===== config.mk =====
export PLATFORM = sky130hd
export DESIGN_NAME = adder_arbiter
export DESIGN_NICKNAME = d
export VERILOG_FILES = /design/src/rtl/adder_arbiter.sv
export SDC_FILE = /design/constraint.sdc
export NUM_CORES = 1
export LEC_CHECK = 0
export ABC_AREA = 1
export BUFFER_PORTS_ARGS = -buffer_cell sky130_fd_sc_hd__buf_2
export CAP_MARGIN = 10
export CORE_MARGIN = 2
export CORE_UTILIZATION = 45
export CTS_BUF_LIST = sky130_fd_sc_hd__clkbuf_8
export DETAILED_ROUTE_END_ITERATION = 10
export PLACE_DENSITY_LB_ADDON = 0.08
export SETUP_SLACK_MARGIN = 0.05
export SLEW_MARGIN = 0
export SYNTH_ARGS = -nofsm -noshare
export SYNTH_HDL_FRONTEND = slang
export SYNTH_SLANG_ARGS = --single-unit

===== constraint.sdc =====
create_clock -name clk -period 2.2 [get_ports clk]
set_input_delay 0.44 -clock clk [delete_from_list [all_inputs] [get_ports clk]]
set_output_delay 0.44 -clock clk [all_outputs]
set_load 0.05 [all_outputs]

===== src/rtl/adder_arbiter.sv =====
// adder_arbiter: round-robin arbiter sharing one external combinational adder
// between NREQ requesters. Each grant latches an operand pair, drives the
// shared adder from registers for one cycle, then presents the captured sum
// on a single response channel tagged with the requester id.
//
// Parameters:
//   NREQ   number of requesters (2..8)
//   WIDTH  operand width; sums are WIDTH+1 bits
//   IDW    requester id width (>= clog2(NREQ))
//
// Ports:
//   clk, rst_n             clock, synchronous active-low reset
//   req_valid[NREQ]        per-requester operand valid
//   req_ready[NREQ]        per-requester accept (one-hot or zero, IDLE only)
//   req_a, req_b           packed operands, requester i at [i*WIDTH +: WIDTH]
//   add_a, add_b           registered operands to the shared adder
//   add_out                shared adder result (carry in MSB)
//   resp_valid/resp_ready  response handshake
//   resp_sum, resp_id      captured sum and issuing requester id
//   op_count               completed-response counter (only with
//                          ADDER_ARBITER_STATS_EN defined)
//
// Optional feature macro: ADDER_ARBITER_STATS_EN
module adder_arbiter #(
    parameter int unsigned NREQ  = 4,
    parameter int unsigned WIDTH = 2,
    parameter int unsigned IDW   = 2
) (
    input  logic                    clk,
    input  logic                    rst_n,
    input  logic [NREQ-1:0]         req_valid,
    output logic [NREQ-1:0]         req_ready,
    input  logic [NREQ*WIDTH-1:0]   req_a,
    input  logic [NREQ*WIDTH-1:0]   req_b,
    output logic [WIDTH-1:0]        add_a,
    output logic [WIDTH-1:0]        add_b,
    input  logic [WIDTH:0]          add_out,
    output logic                    resp_valid,
    input  logic                    resp_ready,
    output logic [WIDTH:0]          resp_sum,
    output logic [IDW-1:0]          resp_id
`ifdef ADDER_ARBITER_STATS_EN
    ,
    output logic [7:0]              op_count
`endif
);

    localparam logic [1:0] S_IDLE = 2'd0;
    localparam logic [1:0] S_CALC = 2'd1;
    localparam logic [1:0] S_RESP = 2'd2;

    logic [1:0]       state;
    logic [1:0]       state_next;
    logic [IDW-1:0]   ptr;
    logic [IDW-1:0]   id_q;
    logic [IDW-1:0]   grant_id;
    logic [IDW-1:0]   scan_idx;
    logic [NREQ-1:0]  grant;
    logic             grant_found;
    logic [WIDTH-1:0] sel_a;
    logic [WIDTH-1:0] sel_b;

    // State register
    always_ff @(posedge clk) begin
        if (!rst_n) begin
            state <= S_IDLE;
        end else begin
            state <= state_next;
        end
    end

    // Next-state logic
    always_comb begin
        state_next = state;
        case (state)
            S_IDLE: begin
                if (grant_found) begin
                    state_next = S_CALC;
                end
            end
            S_CALC: begin
                state_next = S_RESP;
            end
            S_RESP: begin
                if (resp_ready) begin
                    state_next = S_IDLE;
                end
            end
            default: begin
                state_next = S_IDLE;
            end
        endcase
    end

    // Round-robin search: first valid requester at ptr, ptr+1, ... modulo NREQ
    always_comb begin
        grant       = '0;
        grant_id    = '0;
        grant_found = 1'b0;
        scan_idx    = '0;
        for (int unsigned k = 0; k < NREQ; k++) begin
            scan_idx = IDW'((32'(ptr) + k) % NREQ);
            if (!grant_found && req_valid[scan_idx]) begin
                grant_found = 1'b1;
                grant_id    = scan_idx;
            end
        end
        if (grant_found) begin
            grant[grant_id] = 1'b1;
        end
    end

    // Accept is only offered while idle; at most one op is ever in flight
    assign req_ready = (state == S_IDLE) ? grant : '0;

    // Operand select for the granted requester
    always_comb begin
        sel_a = '0;
        sel_b = '0;
        for (int unsigned i = 0; i < NREQ; i++) begin
            if (grant[i]) begin
                sel_a = req_a[i*WIDTH +: WIDTH];
                sel_b = req_b[i*WIDTH +: WIDTH];
            end
        end
    end

    // Datapath registers: operands, id, captured result, round-robin pointer.
    // add_a/add_b change only on a grant so the shared adder sees stable inputs.
    always_ff @(posedge clk) begin
        if (!rst_n) begin
            add_a    <= '0;
            add_b    <= '0;
            id_q     <= '0;
            ptr      <= '0;
            resp_sum <= '0;
            resp_id  <= '0;
        end else begin
            case (state)
                S_IDLE: begin
                    if (grant_found) begin
                        add_a <= sel_a;
                        add_b <= sel_b;
                        id_q  <= grant_id;
                    end
                end
                S_CALC: begin
                    resp_sum <= add_out;
                    resp_id  <= id_q;
                end
                S_RESP: begin
                    // Pointer moves past the requester just served
                    if (resp_ready) begin
                        ptr <= IDW'((32'(id_q) + 32'd1) % NREQ);
                    end
                end
                default: begin
                end
            endcase
        end
    end

    assign resp_valid = (state == S_RESP);

`ifdef ADDER_ARBITER_STATS_EN
    // Completed-response counter, wraps at 8 bits
    always_ff @(posedge clk) begin
        if (!rst_n) begin
            op_count <= '0;
        end else if (resp_valid && resp_ready) begin
            op_count <= op_count + 8'd1;
        end
    end
`endif

endmodule


======== Word level (Yosys, flattened, before mapping) ========
Index checks and enable logic that the tools add are counted.
word-level totals
  word-level logic and storage cells ...... 63
  output and inout bits ................... 14
  flip-flop bits (word level) ............. 15
  input bits .............................. 26
operators by class
  $add $sub $neg .......................... 4
  reduce and logical (&&, ||, !) cells .... 11
  order comparisons ....................... 6
  mux-type cells .......................... 31
  equal/unequal tests ..................... 4
operators with widths
  kind                   number
  $mux W2                14
  $lt A2 B3 Y1 const B   5
  $mux W1                9
  $bmux W1 S2            4
  $mux W4                2
  $pmux W2 S3            1
  $reduce_and A2 Y1      3
  $add A2 B1 Y2 const B  2
  $add A2 B2 Y2 const B  2
  $logic_and A1 B1 Y1    4
  $logic_not A1 Y1       3
  $demux W1 S2           1
  $eq A2 B1 Y1 const B   1
  $eq A2 B2 Y1 const B   1
  $ge A2 B1 Y1 const B   1
  $logic_not A2 Y1       1
  $ne A2 B1 Y1 const B   1
  $ne A2 B2 Y1 const B   1

======== Depth between registers and ports, before layout ========
  depth after elaboration ................. 21
  depth in mapped cells ................... 17
  gate-level depth less buffers ........... 15

======== Least setup slack after synthesis ========
No wires, ideal clock.
  path kind ............................... register to output
  start ................................... register ptr[0]
  end ..................................... output port req_ready[0]
  stages on the path, launching flop included .. 11
  buffers on the path ..................... 1
  arrival time ............................ 2.216 ns
  required time ........................... 1.760 ns
  path slack .............................. -0.456 ns
  path through ............................ dfxtp_1 > buf_6 > inv_8 > nand2_2 > nand2_1 > nand2_1 > a21boi_0 > nand2_1 > nor2_2 > inv_1 > nor3_1
between the ends
  word-level cells in the longest chain between the ends .. 18
  elaborated cells between the ends (all ways) .. 32
  classes of those cells .................. 3 x add/sub; 2 x order compare; 20 x mux; 7 x reduce/logical
RTL lines
  what                                                   line  text
  from (decl)                                            54    logic [IDW-1:0] ptr;
  from (signal assigned)                                 154   ptr <= IDW'((32'(id_q) + 32'd1) % NREQ);
  branches (longest 16 deep; another with $lt A2 B3 Y1)  n/a
  $mux W4 (*)                                            108   if (grant_found) begin
  $mux W4 (*)                                            114   assign req_ready = (state == S_IDLE) ? grant : '0;
  to (decl)                                              32    output logic [NREQ-1:0] req_ready,
Every way passes the cells marked *. The select of a mux whose other input is x is not followed.

======== Worst setup path in the final report ========
  start ................................... register ptr[0]
  end ..................................... output port req_ready[3]
The elaborated chain is that of the path after synthesis.

==> results.toml <==
[run_status]
status = "complete, but fails checks"
failed_checks = "negative setup slack"

[detailed_routing]
drt_iter0_markers = 15
routed_wirelength_um = 2957
via_per_inst = 5.057
drcViolationCount = 0
postRouteAntennaNets = 0
dr.pass1.iters = 4
wire_per_inst_um = 12.07
vias = 1239

[clock_tree]
clkSinkCount = 15
cts_max_path_buffers = 2
clock-root-buffer = "clkbuf_8"
cts_tree = "yes"
cts.clk_slew.worst_paths_ns = 0.06
cts_hold_buf = 0
htreeDepth = 1
clk_latency_ns = 0.24
cts_made_buffers = 3

[placement]
io_buffers = 39
globalplace.congestion = 0.8851
dp_hpwl_um = 1787

[finish]
fin_nets = 244
syn2layout_area_growth_pct = 64.67
postLayoutCoreUtil_pct = 76.82
drive_above_1_share_pct = 51.61
antenna_cells = 0

[worst_setup_path]
worstSetupEndpointType = "output port"
critPathBufInv = 6
cp_common_cell = "nand2_4"
critPathRequiredTime_ns = 1.76
r2r_end = "add_a[1]"
r2r_setup_slack_ns = 0.17
critPathKind = "register to output port"
cpLargestDelayFamily = "simple AND/OR/NAND/NOR gates"
rr_worst_depth = 18
cpPeakStageDelay_ns = 0.34
worstPathArrival_ns = 1.82
worstPathCellList = "buf_6 > clkinv_8 > nand2_4 > nand2_4 > nand2_4 > nand2_4 > inv_4 > nand3_4 > nor2_4 > inv_2 > nand2_4 > inv_4 > nand2_4 > nor2_4 > buf_8"
setup.worst_path.start_class = "register"
timing.rr.start = "ptr[0]"
path_max_fanout = 8
slowest_stage = "dfxtp_2"

[floorplan]
die_area_um2 = 2620
initial_core_util_pct = 46.65
fp.dieH_um = 51.19
die_width_um = 51.19
io_pins = 40
rows = 17
core_um2 = 2148

[power]
clock_power_share_pct = 17.2
swShare_pct = 44.39
ir_drop_mv = 0.7494
p_per_area_nw_per_um2 = 755.0
power.internal_mw = 0.6928
p_switching_mw = 0.5531
seqPwrFrac_pct = 26.8
combPwrFrac_pct = 56.0
leakage_nw = 0.8424

[global_routing]
grt_pass1_wl_um = 4353
grt_pass1_vias = 1102
grt_antenna_before_repair = 0
overflow = 0
grt_max_degree = 13
grt_usage_pct = 22.05

[yosys]
yosysSeqAreaShare_pct = 29.96
yosysTopAreaCell = "dfxtp_1"
netlist_area_um2 = 1002
synthCells = 157
synth_area_leaders = "dfxtp_1 30%, nand2_1 15%, nand3_1 8.5%"
synth_area_per_cell_um2 = 6.384
synth-seq-cells = 15
synthesis.nets = 183
synthAdderAreaFrac_pct = 0
synth.top_cell.area_share_pct = 29.96
synth-simple-area-share_pct = 43.82
yosysUniqueCellTypes = 21
synth_compound_area_share_pct = 13.73
yosysWarnings = 0
synth_top_family_by_area = "simple AND/OR/NAND/NOR gates"
muxShareOfSynthArea_pct = 0
synth_xor_area_share_pct = 0.8739

[sta]
setup_viol = 4
rsz0062_at_grt = "yes"
final_max_slew_viol_count = 0
hold_viol_final = 0
finClkSkew_ns = 0.001956
final.period_utilization_pct = 102.6
worst_pin_slew_ns = 0.3116
layout_setup_ws_ns = -0.05827
max_slew_margin_pct = 79.15
max_freq_mhz = 442.8
finalSetupTns_ns = -0.1973
min_period_ns = 2.258

[min_path]
worstHoldPathCells = 3
hp-class = "primary input to register"
worstHoldStart = "add_out[1]"
holdPathEnd = "resp_sum[1]"

[run]
drv_cap = 0
-- cells in the final DEF (no fill, tap or decap), types with 11 or more instances in the layout --
master and count:
buf_2 35, nand2_1 22, nand2_2 16, buf_4 16, nand3_1 15, inv_1 14, dfxtp_1 13, nand2_4 12
nor2_1 12, a21oi_1 11
-- through the flow --
stage / area, um2 / std cells / setup WS (ns) / power [mW] / hold slack, ns
6_report: 1650 / 245 / -0.05827 / 1.246 / 0.4460
5_1_grt: 1650 / 245 / -0.1603 / 1.323 / 0.4517
4_1_cts: 1483 / 240 / -0.06277 / 1.154 / 0.4472
3_5_place_dp: 1256 / 228 / 0.02165 / 0.8536 / 0.4576
3_3_place_gp: 1256 / 228 / 0.04952 / 0.8404 / 0.4526
2_1_floorplan: 1007 / 157 / -0.1609 / 0.7288 / 0.4670
-- cell usage after synthesis, drive strengths merged --
cell type	instances
a21oi	11
nand3	18
o21bai	4
and3	1
nand3b	4
xor2	1
a21boi	1
nand2	50
inv	20
buf	3
o21ai	9
nand4	1
nor3	1
nor2	18
dfxtp	15
-- cells by family after synthesis --
logic type / count (synthesis)
simple gates: 93
flops: 15
xor+xnor: 1
compound gates: 25
buf+inv: 23
-- power groups by stage --
stage                     Sequential, mW  Clock, mW  Combinational (mW)
after detailed placement           0.338          0               0.516
after global routing               0.337      0.231               0.754
after global placement             0.336          0               0.505
after floorplan                    0.430          0               0.299
final                              0.334      0.214               0.698
after CTS                          0.333      0.219               0.602
-- how the worst max path moves through the flow --
stage                       startpoint  slack, ns           end  depth (start not counted)
after CTS                       ptr[0]      -0.06  req_ready[0]                         12
after detailed placement  req_valid[2]       0.02  req_ready[3]                         13
final                           ptr[0]      -0.06  req_ready[3]                         15
after global routing            ptr[0]      -0.16  req_ready[2]                         15
after floorplan                 ptr[0]      -0.16  req_ready[2]                         14
after global placement    req_valid[2]       0.05  req_ready[3]                         13
-- sequential cells by signal (all words and copies together), names as in the netlist --
| signal | cells |
|---|---|
| ptr | 2 |
| resp_id | 2 |
| resp_sum | 3 |
| add_b | 2 |
| add_a | 2 |
| state | 2 |
| id_q | 2 |
-- final cells by class --
cell class	count	area [um2]
Multi-Input combinational cell	119	768.2
Fill cell	161	498.0
Timing Repair Buffer	59	396.6
Sequential cell	15	305.3
Inverter	20	100.1
Clock buffer	3	41.29
Tap cell	28	35.03
Clock inverter	1	3.754
-- repair_timing --
action / in CTS / in global routing
hold endpoints to repair: 0 / 0
setup endpoints to repair: 4 / 4
pin swaps: 15 / 19
resized for setup: 40 / 35
buffers inserted: 8 / 5
-- worst min-delay path, delay by kind of cell --
kind	cells	cell delay, ns
simple gates	1	0.08
compound gates	1	0.07
buf+inv	1	0.07
-- layer usage --
| layer | wire, um | track usage (%) |
|---|---|---|
| met1 | 1206 | 25.05 |
| met2 | 1566 | 38.10 |
| met3 | 139 | 7.310 |
| met4 | 44 | 8.108 |
| met5 | 0 | 0 |
Power figures use the tool's default switching activity.
